### src/rtl/ara_pkg.sv
// Shared lane types: instruction IDs, element words and write-back source tags.
package ara_pkg;

    localparam int unsigned NrVInsnDefault = 8;
    localparam int unsigned ELEN           = 64;

    typedef logic [$clog2(NrVInsnDefault)-1:0] vid_t;
    typedef logic [ELEN-1:0]                   elen_t;

    typedef enum logic {
        WbSrcAlu  = 1'b0,
        WbSrcMfpu = 1'b1
    } wb_src_e;

endpackage

### src/rtl/vfu_wb_arbiter_if.sv
// Result-stream and VRF write-port bundle around the shared write-back arbiter.
interface vfu_wb_arbiter_if #(
    parameter int unsigned NrVInsn   = 8,
    parameter int unsigned DataWidth = 64,
    parameter type         vaddr_t   = logic
);
    localparam int unsigned IdWidth   = (NrVInsn > 1) ? $clog2(NrVInsn) : 1;
    localparam int unsigned StrbWidth = DataWidth / 8;

    logic                 alu_req_i;
    logic [IdWidth-1:0]   alu_id_i;
    vaddr_t               alu_addr_i;
    logic [DataWidth-1:0] alu_wdata_i;
    logic [StrbWidth-1:0] alu_be_i;
    logic                 alu_gnt_o;

    logic                 mfpu_req_i;
    logic [IdWidth-1:0]   mfpu_id_i;
    vaddr_t               mfpu_addr_i;
    logic [DataWidth-1:0] mfpu_wdata_i;
    logic [StrbWidth-1:0] mfpu_be_i;
    logic                 mfpu_gnt_o;

    logic                 vrf_req_o;
    logic [IdWidth-1:0]   vrf_id_o;
    vaddr_t               vrf_addr_o;
    logic [DataWidth-1:0] vrf_wdata_o;
    logic [StrbWidth-1:0] vrf_be_o;
    logic                 vrf_src_o;
    logic                 vrf_gnt_i;

    logic                 alu_pending_o;
    logic                 mfpu_pending_o;

    modport slave (
        input  alu_req_i, alu_id_i, alu_addr_i, alu_wdata_i, alu_be_i,
        input  mfpu_req_i, mfpu_id_i, mfpu_addr_i, mfpu_wdata_i, mfpu_be_i,
        input  vrf_gnt_i,
        output alu_gnt_o, mfpu_gnt_o,
        output vrf_req_o, vrf_id_o, vrf_addr_o, vrf_wdata_o, vrf_be_o, vrf_src_o,
        output alu_pending_o, mfpu_pending_o
    );

    modport master (
        output alu_req_i, alu_id_i, alu_addr_i, alu_wdata_i, alu_be_i,
        output mfpu_req_i, mfpu_id_i, mfpu_addr_i, mfpu_wdata_i, mfpu_be_i,
        output vrf_gnt_i,
        input  alu_gnt_o, mfpu_gnt_o,
        input  vrf_req_o, vrf_id_o, vrf_addr_o, vrf_wdata_o, vrf_be_o, vrf_src_o,
        input  alu_pending_o, mfpu_pending_o
    );

endinterface

### src/rtl/vfu_wb_arbiter_src_buffer.sv
// One-entry result holding buffer; accepts a new word whenever empty or draining.
module wb_src_buffer #(
    parameter type payload_t = logic
) (
    input  logic     clk_i,
    input  logic     rst_i,
    input  logic     req_i,
    input  payload_t payload_i,
    input  logic     pop_i,
    output logic     gnt_o,
    output logic     valid_o,
    output payload_t payload_o
);

    logic     valid_q, valid_d;
    payload_t payload_q, payload_d;

    always_comb begin
        gnt_o     = req_i & (~valid_q | pop_i);
        valid_d   = valid_q;
        payload_d = payload_q;
        if (pop_i) valid_d = 1'b0;
        // Refill wins over pop so a draining buffer keeps streaming.
        if (gnt_o) begin
            valid_d   = 1'b1;
            payload_d = payload_i;
        end
    end

    always_ff @(posedge clk_i or posedge rst_i) begin
        if (rst_i) begin
            valid_q   <= 1'b0;
            payload_q <= '0;
        end else begin
            valid_q   <= valid_d;
            payload_q <= payload_d;
        end
    end

    assign valid_o   = valid_q;
    assign payload_o = payload_q;

endmodule

### src/rtl/vfu_wb_arbiter.sv
// Round-robin share of one VRF write port between the ALU and MFPU result streams.
module vfu_wb_arbiter
    import ara_pkg::*;
#(
    parameter int unsigned NrVInsn   = 8,
    parameter int unsigned DataWidth = 64,
    parameter type         vaddr_t   = logic
) (
    input logic             clk_i,
    input logic             rst_i,
    vfu_wb_arbiter_if.slave bus
);

    localparam int unsigned IdWidth   = (NrVInsn > 1) ? $clog2(NrVInsn) : 1;
    localparam int unsigned StrbWidth = DataWidth / 8;

    typedef struct packed {
        logic [IdWidth-1:0]   id;
        vaddr_t               addr;
        logic [DataWidth-1:0] wdata;
        logic [StrbWidth-1:0] be;
    } payload_t;

    payload_t [1:0] src_pl, buf_pl;
    logic     [1:0] src_req, src_gnt, buf_vld, pop;
    logic           vrf_req;
    wb_src_e        sel;
    wb_src_e        ptr_q, ptr_d, lock_src_q, lock_src_d;
    logic           lock_q, lock_d;

    // Grants are held low during reset so nothing is accepted into cleared buffers.
    always_comb begin
        src_req[WbSrcAlu]  = bus.alu_req_i & ~rst_i;
        src_req[WbSrcMfpu] = bus.mfpu_req_i & ~rst_i;
        src_pl[WbSrcAlu]   = '{id: bus.alu_id_i, addr: bus.alu_addr_i,
                               wdata: bus.alu_wdata_i, be: bus.alu_be_i};
        src_pl[WbSrcMfpu]  = '{id: bus.mfpu_id_i, addr: bus.mfpu_addr_i,
                               wdata: bus.mfpu_wdata_i, be: bus.mfpu_be_i};
    end

    for (genvar i = 0; i < 2; i++) begin : g_buf
        wb_src_buffer #(.payload_t(payload_t)) i_buf (
            .clk_i    (clk_i),
            .rst_i    (rst_i),
            .req_i    (src_req[i]),
            .payload_i(src_pl[i]),
            .pop_i    (pop[i]),
            .gnt_o    (src_gnt[i]),
            .valid_o  (buf_vld[i]),
            .payload_o(buf_pl[i])
        );
    end

    always_comb begin
        vrf_req = |buf_vld;
        if (lock_q)                                         sel = lock_src_q;
        else if (buf_vld[WbSrcAlu] & ~buf_vld[WbSrcMfpu])   sel = WbSrcAlu;
        else if (buf_vld[WbSrcMfpu] & ~buf_vld[WbSrcAlu])   sel = WbSrcMfpu;
        else                                                sel = ptr_q;
        pop = '0;
        if (vrf_req & bus.vrf_gnt_i) pop[sel] = 1'b1;
    end

    always_comb begin
        ptr_d = ptr_q;
        if (vrf_req & bus.vrf_gnt_i) ptr_d = (sel == WbSrcAlu) ? WbSrcMfpu : WbSrcAlu;
        // A presented but ungranted word pins the selection until it is written.
        lock_d     = vrf_req & ~bus.vrf_gnt_i;
        lock_src_d = sel;
    end

    always_ff @(posedge clk_i or posedge rst_i) begin
        if (rst_i) begin
            ptr_q      <= WbSrcAlu;
            lock_q     <= 1'b0;
            lock_src_q <= WbSrcAlu;
        end else begin
            ptr_q      <= ptr_d;
            lock_q     <= lock_d;
            lock_src_q <= lock_src_d;
        end
    end

    payload_t out_pl;
    assign out_pl = vrf_req ? buf_pl[sel] : '0;

    assign bus.alu_gnt_o      = src_gnt[WbSrcAlu];
    assign bus.mfpu_gnt_o     = src_gnt[WbSrcMfpu];
    assign bus.vrf_req_o      = vrf_req;
    assign bus.vrf_src_o      = vrf_req & (sel == WbSrcMfpu);
    assign bus.vrf_id_o       = out_pl.id;
    assign bus.vrf_addr_o     = out_pl.addr;
    assign bus.vrf_wdata_o    = out_pl.wdata;
    assign bus.vrf_be_o       = out_pl.be;
    assign bus.alu_pending_o  = buf_vld[WbSrcAlu];
    assign bus.mfpu_pending_o = buf_vld[WbSrcMfpu];

endmodule

### src/flat_wrapper.sv
// flat-port wrapper written by rule: the top's interface ports become plain ports
module vfu_wb_arbiter_flat import ara_pkg::*;
#(
    parameter int unsigned NrVInsn   = 8,
    parameter int unsigned DataWidth = 64,
    parameter type         vaddr_t   = logic
)
  (clk_i, rst_i, bus_alu_req_i, bus_alu_id_i, bus_alu_addr_i, bus_alu_wdata_i, bus_alu_be_i, bus_mfpu_req_i, bus_mfpu_id_i, bus_mfpu_addr_i, bus_mfpu_wdata_i, bus_mfpu_be_i, bus_vrf_gnt_i, bus_alu_gnt_o, bus_mfpu_gnt_o, bus_vrf_req_o, bus_vrf_id_o, bus_vrf_addr_o, bus_vrf_wdata_o, bus_vrf_be_o, bus_vrf_src_o, bus_alu_pending_o, bus_mfpu_pending_o);
  vfu_wb_arbiter_if #(.NrVInsn(NrVInsn), .DataWidth(DataWidth), .vaddr_t(vaddr_t)) bus_i ();
  input logic clk_i;
  input logic rst_i;
  input wire logic [$bits(bus_i.alu_req_i)-1:0] bus_alu_req_i;
  input wire logic [$bits(bus_i.alu_id_i)-1:0] bus_alu_id_i;
  input wire logic [$bits(bus_i.alu_addr_i)-1:0] bus_alu_addr_i;
  input wire logic [$bits(bus_i.alu_wdata_i)-1:0] bus_alu_wdata_i;
  input wire logic [$bits(bus_i.alu_be_i)-1:0] bus_alu_be_i;
  input wire logic [$bits(bus_i.mfpu_req_i)-1:0] bus_mfpu_req_i;
  input wire logic [$bits(bus_i.mfpu_id_i)-1:0] bus_mfpu_id_i;
  input wire logic [$bits(bus_i.mfpu_addr_i)-1:0] bus_mfpu_addr_i;
  input wire logic [$bits(bus_i.mfpu_wdata_i)-1:0] bus_mfpu_wdata_i;
  input wire logic [$bits(bus_i.mfpu_be_i)-1:0] bus_mfpu_be_i;
  input wire logic [$bits(bus_i.vrf_gnt_i)-1:0] bus_vrf_gnt_i;
  output wire logic [$bits(bus_i.alu_gnt_o)-1:0] bus_alu_gnt_o;
  output wire logic [$bits(bus_i.mfpu_gnt_o)-1:0] bus_mfpu_gnt_o;
  output wire logic [$bits(bus_i.vrf_req_o)-1:0] bus_vrf_req_o;
  output wire logic [$bits(bus_i.vrf_id_o)-1:0] bus_vrf_id_o;
  output wire logic [$bits(bus_i.vrf_addr_o)-1:0] bus_vrf_addr_o;
  output wire logic [$bits(bus_i.vrf_wdata_o)-1:0] bus_vrf_wdata_o;
  output wire logic [$bits(bus_i.vrf_be_o)-1:0] bus_vrf_be_o;
  output wire logic [$bits(bus_i.vrf_src_o)-1:0] bus_vrf_src_o;
  output wire logic [$bits(bus_i.alu_pending_o)-1:0] bus_alu_pending_o;
  output wire logic [$bits(bus_i.mfpu_pending_o)-1:0] bus_mfpu_pending_o;
  assign bus_i.alu_req_i = bus_alu_req_i;
  assign bus_i.alu_id_i = bus_alu_id_i;
  assign bus_i.alu_addr_i = bus_alu_addr_i;
  assign bus_i.alu_wdata_i = bus_alu_wdata_i;
  assign bus_i.alu_be_i = bus_alu_be_i;
  assign bus_i.mfpu_req_i = bus_mfpu_req_i;
  assign bus_i.mfpu_id_i = bus_mfpu_id_i;
  assign bus_i.mfpu_addr_i = bus_mfpu_addr_i;
  assign bus_i.mfpu_wdata_i = bus_mfpu_wdata_i;
  assign bus_i.mfpu_be_i = bus_mfpu_be_i;
  assign bus_i.vrf_gnt_i = bus_vrf_gnt_i;
  assign bus_alu_gnt_o = bus_i.alu_gnt_o;
  assign bus_mfpu_gnt_o = bus_i.mfpu_gnt_o;
  assign bus_vrf_req_o = bus_i.vrf_req_o;
  assign bus_vrf_id_o = bus_i.vrf_id_o;
  assign bus_vrf_addr_o = bus_i.vrf_addr_o;
  assign bus_vrf_wdata_o = bus_i.vrf_wdata_o;
  assign bus_vrf_be_o = bus_i.vrf_be_o;
  assign bus_vrf_src_o = bus_i.vrf_src_o;
  assign bus_alu_pending_o = bus_i.alu_pending_o;
  assign bus_mfpu_pending_o = bus_i.mfpu_pending_o;
  vfu_wb_arbiter #(.NrVInsn(NrVInsn), .DataWidth(DataWidth), .vaddr_t(vaddr_t)) u_core (.clk_i(clk_i), .rst_i(rst_i), .bus(bus_i));
endmodule
### config.mk
export PLATFORM = sky130hd
export DESIGN_NAME = vfu_wb_arbiter_flat
export DESIGN_NICKNAME = d
export VERILOG_FILES = /design/src/rtl/ara_pkg.sv /design/src/rtl/vfu_wb_arbiter_if.sv /design/src/rtl/vfu_wb_arbiter_src_buffer.sv /design/src/rtl/vfu_wb_arbiter.sv /design/src/flat_wrapper.sv
export SDC_FILE = /design/constraint.sdc
export NUM_CORES = 1
export LEC_CHECK = 0
export ABC_AREA = 1
export CAP_MARGIN = 20
export CORE_ASPECT_RATIO = 1.75
export CORE_UTILIZATION = 49
export CTS_BUF_LIST = sky130_fd_sc_hd__clkbuf_2
export CTS_CLUSTER_DIAMETER = 100
export CTS_CLUSTER_SIZE = 20
export DETAILED_ROUTE_END_ITERATION = 10
export PLACE_DENSITY = 0.79
export SLEW_MARGIN = 20
export SYNTH_ARGS = -nofsm -noshare
export SYNTH_HDL_FRONTEND = slang
export SYNTH_HIERARCHICAL = 1
export SYNTH_SLANG_ARGS = --single-unit
### constraint.sdc
create_clock -name clk_i -period 2.91 [get_ports clk_i]
set_input_delay 0.582 -clock clk_i [delete_from_list [all_inputs] [get_ports clk_i]]
set_output_delay 0.582 -clock clk_i [all_outputs]
set_load 0.02 [all_outputs]
## Word-level counts from Yosys, hierarchy flattened

Index checks and enable logic that the tools add are counted.
Widths: inputs -> output; s select.

| operators by class | value |
|---|---|
| muxes and demuxes | 14 |
| bitwise logic cells | 15 |
| order comparisons | 2 |
| reductions and logical operators | 4 |

Operator list:

| kind | number |
|---|---|
| $mux 76 | 3 |
| $and 1x1->1 | 9 |
| $mux 1 | 9 |
| $not 1->1 | 4 |
| $reduce_bool 2->1 | 2 |
| $lt 1x2->1 const B | 1 |
| $mux 2 | 1 |
| $or 1x1->1 | 2 |
| $reduce_or 2->1 | 1 |
| $demux 1 s1 | 1 |
| $ge 1x1->1 const B | 1 |
| $logic_and 1x1->1 | 1 |

| word-level totals | value |
|---|---|
| logic and storage cells | 48 |
| register bits after elaboration | 157 |
| bits of input ports | 157 |
| output and inout bits | 82 |

## Longest topological paths before layout

Gate-level depths: netlist of run 1.

| depth | value |
|---|---|
| word-level depth | 13 |
| mapped depth | 15 |
| gate-level depth less buffers | 12 |

## By module

The synthesis of run 1 kept the hierarchy.

Modules (own cells, without submodules):

| module | times used | area an instance (um^2) | cells each |
|---|---|---|---|
| wb_src_buffer | 2 | 3070.4 | 336 |
| vfu_wb_arbiter | 1 | 2020.7 | 447 |

## Least setup slack after synthesis of run 1

Ideal clock, no wire load.

| timing path | value |
|---|---|
| kind | register to output |
| start point | register u_core.g_buf[1].i_buf.valid_q |
| end point | output bus_mfpu_gnt_o |
| path slack | 512 ps |
| buffers on the path | 3 |
| arrival time | 1816 ps |
| cell stages (with the launch flop) | 14 |
| data required time | 2328 ps |
| path through | dfrtp_1 inv_1 a21oi_1 nand2_2 buf_6 nand2_1 inv_2 nor2_1 inv_1 nand2_2 nand2_2 buf_6 buf_6 inv_1 |

| between the ends | value |
|---|---|
| cells in the longest elaborated chain, start to end | 11 |
| elaborated cells on any way between the ends | 16 |
| classes of those cells | order compare: 2; mux: 6; bitwise: 6; reduce/logical: 2 |

Ends and longest elaborated chain:

| what | RTL line | RTL |
|---|---|---|
| start, declared | vfu_wb_arbiter_src_buffer.sv:15 | `logic valid_q, valid_d;` |
| start signal, assigned | vfu_wb_arbiter_src_buffer.sv:35 | `valid_q <= valid_d;` |
| $and 1x1->1 or $not 1->1 (tied branches) | vfu_wb_arbiter.sv:58, vfu_wb_arbiter.sv:57 |  |
| $mux 1 or $and 1x1->1 (tied branches) | vfu_wb_arbiter.sv:58, vfu_wb_arbiter.sv:57 |  |
| $mux 1 (*) | vfu_wb_arbiter.sv:57 | `else if (buf_vld[WbSrcAlu] & ~buf_vld[WbSrcMfpu]) sel = WbSrcAlu;` |
| $mux 1 (*) | vfu_wb_arbiter.sv:56 | `if (lock_q) sel = lock_src_q;` |
| via u_core.lock_src_d | vfu_wb_arbiter.sv:28 | `wb_src_e ptr_q, ptr_d, lock_src_q, lock_src_d;` |
| $lt 1x2->1 (implied by the code) or $ge 1x1->1 (tied branches) | vfu_wb_arbiter.sv:61 | `if (vrf_req & bus.vrf_gnt_i) pop[sel] = 1'b1;` |
| $logic_and 1x1->1 (implied by the code) | vfu_wb_arbiter.sv:61 |  |
| $mux 1 (implied by the code) | vfu_wb_arbiter.sv:61 |  |
| $demux 1 s1 (*) | -- |  |
| $mux 2 (*) | vfu_wb_arbiter.sv:61 |  |
| via u_core.pop[1] | vfu_wb_arbiter.sv:25 | `logic [1:0] src_req, src_gnt, buf_vld, pop;` |
| $or 1x1->1 (*) | vfu_wb_arbiter_src_buffer.sv:19 | `gnt_o = req_i & (~valid_q \| pop_i);` |
| $and 1x1->1 (*) | vfu_wb_arbiter_src_buffer.sv:19 |  |
| end, declared | flat_wrapper.sv:24 | `output wire logic [$bits(bus_i.mfpu_gnt_o)-1:0] bus_mfpu_gnt_o;` |

Mark *: on every way through the listed nets, which the timed path passes. The rest lies on a longest branch.

## Worst setup path after layout of run 1

| timing path | value |
|---|---|
| start point | register u_core.g_buf[0].i_buf.valid_q |
| end point | output bus_vrf_wdata_o[15] |

| between the ends | value |
|---|---|
| cells in the longest elaborated chain, start to end | 8 |
| elaborated cells on any way between the ends | 10 |
| classes of those cells | mux: 6; bitwise: 3; reduce/logical: 1 |

Ends and longest elaborated chain:

| what | RTL line | RTL |
|---|---|---|
| start, declared | vfu_wb_arbiter_src_buffer.sv:15 |  |
| start signal, assigned | vfu_wb_arbiter_src_buffer.sv:35 |  |
| $not 1->1 | vfu_wb_arbiter.sv:58 | `else if (buf_vld[WbSrcMfpu] & ~buf_vld[WbSrcAlu]) sel = WbSrcMfpu;` |
| $and 1x1->1 | vfu_wb_arbiter.sv:58 |  |
| $mux 1 | vfu_wb_arbiter.sv:58 |  |
| $mux 1 | vfu_wb_arbiter.sv:57 |  |
| $mux 1 | vfu_wb_arbiter.sv:56 |  |
| $mux 76 (implied by the code) (2 in series) | vfu_wb_arbiter.sv:85 | `assign out_pl = vrf_req ? buf_pl[sel] : '0;` |
| $mux 76 (*) | vfu_wb_arbiter.sv:85 |  |
| end, declared | flat_wrapper.sv:28 | `output wire logic [$bits(bus_i.vrf_wdata_o)-1:0] bus_vrf_wdata_o;` |

Every way passes the cells marked *; elsewhere a longest branch is shown, timed or not. The select of a mux whose other input is x is not followed.

==> results.json, run 1 <==
{
  "ant_nets": 0,
  "cts_buffers": 17,
  "crit_chain": "a21oi_4 > buf_12 > nand2_4 > buf_12 > a21oi_2 > nor2_1 > buf_4",
  "synth_cell_type_count": 14,
  "synthTopCellsByArea": "dfrtp_1, nand2_1, nand3_1",
  "tightest_slew_ns": 0.931,
  "slew_headroom_pct": 37.9,
  "fin_util_pct": 69.5,
  "ir_drop_mv": 0.752,
  "wirelength_mm": 27.1,
  "cts_tree": "yes",
  "area_growth_pct": 39.5,
  "required_ns": 2.33,
  "synth-simple-area-share_pct": 36.0,
  "synth_nets": 1276,
  "firstDrtPassIters": 5,
  "die-area_mm2": 0.0172,
  "synth.largest_area_cell": "dfrtp_1",
  "highest_layer": "met4",
  "cpPeakStageDelay_ns": 0.51,
  "maxCapViolCount": 0,
  "critPathCaptureType": "output pin",
  "initial_core_util_pct": 49.9,
  "ys_seq_elements": 157,
  "vias": 8457,
  "slew_viol_final": 0,
  "critPathMostFrequentCell": "buf_12",
  "wl_met3_mm": 1.68,
  "final_cell_mix": "nand2_1, nand3_1, clkdlybuf4s50_1",
  "hold_viol": 0,
  "portBuffers": 238,
  "synth-xor-area-share_pct": 0,
  "finalCritPeriodShare_pct": 99.3,
  "crit_buf_inv": 3,
  "whs_ns": 0.325,
  "rsz0062_at_grt": "true",
  "clkTransAtPathRegs_ns": 0.23,
  "die_width_um": 99.6,
  "syn_avg_cell_area_um2": 7.29,
  "crit_fanout": 19,
  "route.met2.wl_mm": 13.9,
  "grt_max_degree": 78,
  "rows": 62,
  "fmax_mhz": 346,
  "clock_latency_ns": 0.75,
  "period_needed_ns": 2.89,
  "die_h_um": 173,
  "power_mw": 15.1,
  "synth_fa_ha_area_share_pct": 0,
  "num_io_pins": 239,
  "muxShareOfSynthArea_pct": 0,
  "layout_commonest_cell": "nand2_1",
  "start_kind": "flop",
  "clock_skew_ns": 0.0721,
  "synth_compound_area_share_pct": 4.78,
  "clock-sinks": 157,
  "syn_area_mm2": 0.00816,
  "finalNetCount": 1489,
  "grt_pass1_wl_mm": 40.8,
  "fin_cells": 1573,
  "p_leak_nw": 6.05,
  "htree_levels": 4,
  "cpMaxStageDelayCell": "dfrtp_2",
  "grt_pass1_vias": 8407,
  "setup_viol": 0,
  "grt_antenna_before_repair": 4,
  "cp_top_family": "flip-flops",
  "worstSetupPathType": "reg -> out",
  "crit_arrival_ns": 2.31,
  "cts_root_buf": "clkbuf_2",
  "netlist_instances": 1119,
  "dpl.hpwl_mm": 15.9,
  "ctsLongestPathBuffers": 2,
  "wl_per_cell_um": 17.2,
  "drtIter0Drc": 474,
  "ys_seq_area_share_pct": 48.1,
  "placed_cells": 1513,
  "overflow": 0,
  "design.core.area_mm2": 0.0164,
  "place_congestion": 0.848,
  "drcViolationCount": 0,
  "ys_warn_count": 6,
  "viasPerCell": 5.38,
  "hold_class": "in -> async",
  "power_density_mw_per_mm2": 1330,
  "synth_top_area_share_pct": 48.1,
  "synth_top_family_by_area": "simple AND/OR/NAND/NOR gates",
  "final_layout_size_suffix_gt1_share_pct": 18.3,
  "wl_met1_mm": 9.79,
  "status": "finished clean",
  "groute.usage.overall_pct": 30.5
}
-- per-layer routing --
| metal | track usage [%] | vias up |
|---|---|---|
| met2 | 52.8 | 419 |
| met5 | 0 | - |
| met1 | 34.3 | 3981 |
| li1 | - | 3956 |
| met3 | 4.65 | 101 |
| met4 | 20.1 | 0 |
-- worst register-to-register path, cell delays in order, from the launching register on --
cell and delay [ns]:
dfrtp_2 0.51, a21oi_4 0.19, buf_12 0.16, nand2_8 0.11
nand2_4 0.10, inv_2 0.05, nor2_2 0.10, inv_2 0.05
nand2_4 0.06, buf_4 0.69, nand3_1 0.20, nand2_1 0.12
-- synthesized netlist by cell type --
master / count
dfrtp_1: 157
inv_2: 2
a21oi_1: 77
nor2_1: 83
nand2_1: 388
buf_6: 14
clkbuf_1: 7
o21ai_1: 1
buf_2: 43
inv_1: 88
buf_4: 18
nand2_2: 5
buf_1: 8
nand3_1: 228
-- through the flow --
stage	area, µm²	worst slack, ns	setup TNS [ns]
6_report	11400	0.0209	0
5_1_grt	11400	-0.0876	-1.87
4_1_cts	10900	-0.0378	-0.0378
3_5_place_dp	10600	0.207	0
3_3_place_gp	10600	0.192	0
2_1_floorplan	8160	0.361	0
-- repair_timing --
item,4_1_cts,5_1_grt
setup endpoints to repair,80,79
setup buffers,4,6
resized for setup,248,245
hold buffers,0,0
gates cloned,2,12
pin swaps,2,13
-- where the power goes --
group | internal (mW) | switching (mW) | leakage, nW
clock | 0.504 | 0.843 | 0.163
sequential | 3.23 | 0.638 | 1.94
combinational | 3.92 | 5.96 | 3.95
-- worst paths after layout --
kind | start | end | slack (ns) | cells past startpoint
worst max-delay path | u_core/g_buf[0].i_buf/valid_o$_DFFE_PP0P_ | bus_vrf_wdata_o[15] | 0.02 | 7
worst min-delay path | rst_i | u_core/ptr_q$_DFFE_PP0P_ | 0.32 | 2
worst max register to register | u_core/g_buf[0].i_buf/valid_o$_DFFE_PP0P_ | u_core/g_buf[1].i_buf/payload_o[18]$_DFFE_PP0P_ | 0.51 | 11
worst min register to register | u_core/g_buf[0].i_buf/payload_o[17]$_DFFE_PP0P_ | u_core/g_buf[0].i_buf/payload_o[17]$_DFFE_PP0P_ | 0.50 | 2
max in group asynchronous | rst_i | u_core/g_buf[1].i_buf/payload_o[56]$_DFFE_PP0P_ | 1.76 | 3
min in group clk_i | bus_alu_wdata_i[22] | u_core/g_buf[0].i_buf/payload_o[30]$_DFFE_PP0P_ | 0.33 | 3
-- final cells by class --
class | count | area, µm²
Fill cell | 1380 | 4980
Sequential cell | 157 | 3930
Multi-Input combinational cell | 785 | 3750
Timing Repair Buffer | 281 | 2800
Inverter | 90 | 340
Tap cell | 224 | 280
Clock inverter | 14 | 183
Clock buffer | 18 | 90.1
Antenna cell | 4 | 10.0
-- flip-flops by register name, summed over array words and instances, names as in the netlist --
register and cells:
u_core/lock_src_q 1, u_core/g_buf.i_buf/payload_o 152, u_core/g_buf.i_buf/valid_o 2, u_core/ptr_q 1, u_core/lock_q 1
-- kinds of logic (layout without fill, tap and decap cells) --
group / count (synthesis) / in the layout
AND/OR/NAND/NOR: 704 / 707
buffers and inverters: 180 / 403
flip-flops: 157 / 157
AO/OA/AOI/OAI: 78 / 78
other: 0 / 4
(Power assumes the default switching activity.)
==> run 2, diff against run 1 <==
RECOVER_POWER = 25   (was unset)
==> run 2 against run 1 <==
Routed wire length barely moved. Utilization is essentially flat. Final area about the same. Combinational power about the same. Critical path depth unchanged. Final cell count hardly changed. Register-to-register slack hardly changed.
==> results.json, run 2 (synthesis gave the netlist of run 1 again) <==
{
  "status": "finished clean",
  "whs_ns": 0.346,
  "grt_busiest_layer": "met2",
  "power_mw": 15.1,
  "cts_tree": "yes",
  "die_width_um": 99.6,
  "grt_pass1_vias": 8407,
  "design.core.area_mm2": 0.0164,
  "portBuffers": 238,
  "crit_chain": "a21oi_4 > buf_12 > nand2_4 > buf_12 > a21oi_2 > nor2_1 > buf_4",
  "crit_fanout": 19,
  "viasPerCell": 5.36,
  "p_leak_nw": 6.04,
  "grt_antenna_before_repair": 5,
  "fmax_mhz": 346,
  "clock_latency_ns": 0.74,
  "fin_cells": 1574,
  "firstDrtPassIters": 5,
  "cpMaxStageDelayCell": "dfrtp_2",
  "finalNetCount": 1489,
  "tightest_slew_ns": 1.45,
  "hold_start": "bus_alu_wdata_i[22]",
  "die_h_um": 173,
  "cts_buffers": 17,
  "wirelength_mm": 27.1,
  "fin_util_pct": 69.5,
  "critPathMostFrequentCell": "buf_12",
  "required_ns": 2.33,
  "met1_usage_pct": 34.3,
  "cpPeakStageDelay_ns": 0.51,
  "gr-usage-met3_pct": 4.65,
  "dpl.hpwl_mm": 15.9,
  "num_io_pins": 239,
  "placed_cells": 1513,
  "crit_arrival_ns": 2.30,
  "cp-startpoint": "u_core/g_buf[0].i_buf/valid_o$_DFFE_PP0P_",
  "hold_class": "in -> reg",
  "ant_nets": 0,
  "cts_root_buf": "clkbuf_2",
  "initial_core_util_pct": 49.9,
  "layout_setup_ws_ns": 0.0239,
  "critPathCaptureType": "output pin",
  "htree_levels": 4,
  "largest_reg_flops": 152,
  "fillers": 1381,
  "drcViolationCount": 0,
  "start_kind": "flop",
  "area_growth_pct": 39.5,
  "vias": 8433,
  "worstSetupPathType": "reg -> out",
  "die-area_mm2": 0.0172,
  "overflow": 0,
  "slew_headroom_pct": 3.09,
  "rsz0062_at_grt": "true",
  "ctsLongestPathBuffers": 2,
  "clkTransAtPathRegs_ns": 0.30,
  "final_cell_mix": "nand2_1, nand3_1, clkdlybuf4s50_1",
  "maxCapViolCount": 0,
  "clock-sinks": 157,
  "postCtsHoldBufs": 0,
  "power_density_mw_per_mm2": 1330,
  "groute.usage.overall_pct": 30.5,
  "slew_viol_final": 0,
  "place_congestion": 0.848,
  "met2_usage_pct": 52.8,
  "rows": 62,
  "hold_viol": 0,
  "place_ws_ns": 0.207,
  "finalCritPeriodShare_pct": 99.2,
  "grt_max_degree": 78,
  "ir_drop_mv": 0.752,
  "wl_per_cell_um": 17.2,
  "clock_skew_ns": 0.0684,
  "period_needed_ns": 2.89,
  "layout_commonest_cell": "nand2_1",
  "setup_viol": 0,
  "grt_pass1_wl_mm": 40.8,
  "final_layout_size_suffix_gt1_share_pct": 18.2,
  "drtIter0Drc": 456,
  "rr_startpoint": "u_core/g_buf[0].i_buf/valid_o$_DFFE_PP0P_"
}
==> run 2: cell count changes in the layout (fill, tap and decap cells not counted), sizes merged <==
cell / previous run / this run
clkbuf: 27 / 28
clkinvlp: 1 / 3
clkdlybuf4s50: 158 / 157
buf: 113 / 112
clkinv: 7 / 5
dlygate4sd3: 0 / 1
diode: 4 / 5
==> run 2: routing by layer <==
layer	part of all wire, %	up-vias
met5	0	-
met4	6.3	0
met3	5.6	90
met2	51	396
met1	37	3985
li1	-	3962
==> run 2: worst max-delay path: cells and delay by family (launching register included) <==
| family | cells | cell delay [ns] |
|---|---|---|
| buffers and inverters | 3 | 0.51 |
| flip-flops | 1 | 0.51 |
| AO/OA/AOI/OAI | 2 | 0.39 |
| AND/OR/NAND/NOR | 2 | 0.21 |
==> run 2: final cells by class <==
cell class	count	area, µm²	area share (%)
flip-flops and latches	157	3930	34.5
diodes	5	12.5	0.110
inverters	90	340	2.99
multi-input cells	785	3750	32.9
well taps	224	280	2.46
repair buffers	281	2790	24.5
clock inverters	14	183	1.60
clock buffers	18	90.1	0.791
==> run 2: path summary, 6_finish.rpt <==
| check | depth (start not counted) | endpoint | slack, ns |
|---|---|---|---|
| min reg2reg | 2 | u_core/g_buf[0].i_buf/payload_o[17]$_DFFE_PP0P_ | 0.50 |
| min in group asynchronous | 2 | u_core/ptr_q$_DFFE_PP0P_ | 0.38 |
| max reg2reg | 11 | u_core/g_buf[1].i_buf/payload_o[17]$_DFFE_PP0P_ | 0.50 |
| max | 7 | bus_vrf_wdata_o[15] | 0.02 |
| max in group asynchronous | 3 | u_core/g_buf[1].i_buf/valid_o$_DFFE_PP0P_ | 1.02 |
| min | 3 | u_core/g_buf[0].i_buf/payload_o[30]$_DFFE_PP0P_ | 0.35 |
==> run 2: what timing repair did <==
item | CTS | global route
setup buffers | 4 | 6
setup endpoints to repair | 80 | 79
pin swaps | 2 | 13
endpoints found under the hold margin | 0 | 0
gates resized for setup | 248 | 245
cloned | 2 | 12
==> run 2: metrics by stage <==
step	TNS [ns]	area, µm²
floorplan	0	8160
global placement	0	10600
detailed placement	0	10600
CTS	-0.0378	10900
global route	-1.87	11400
finish	0	11400
==> run 2: power breakdown <==
group	leakage [nW]	total, mW	switching (mW)	internal, mW
sequential	1.94	3.87	0.637	3.23
combinational	3.94	9.88	5.96	3.92
clock	0.163	1.34	0.840	0.504
total	6.04	15.1	7.43	7.66
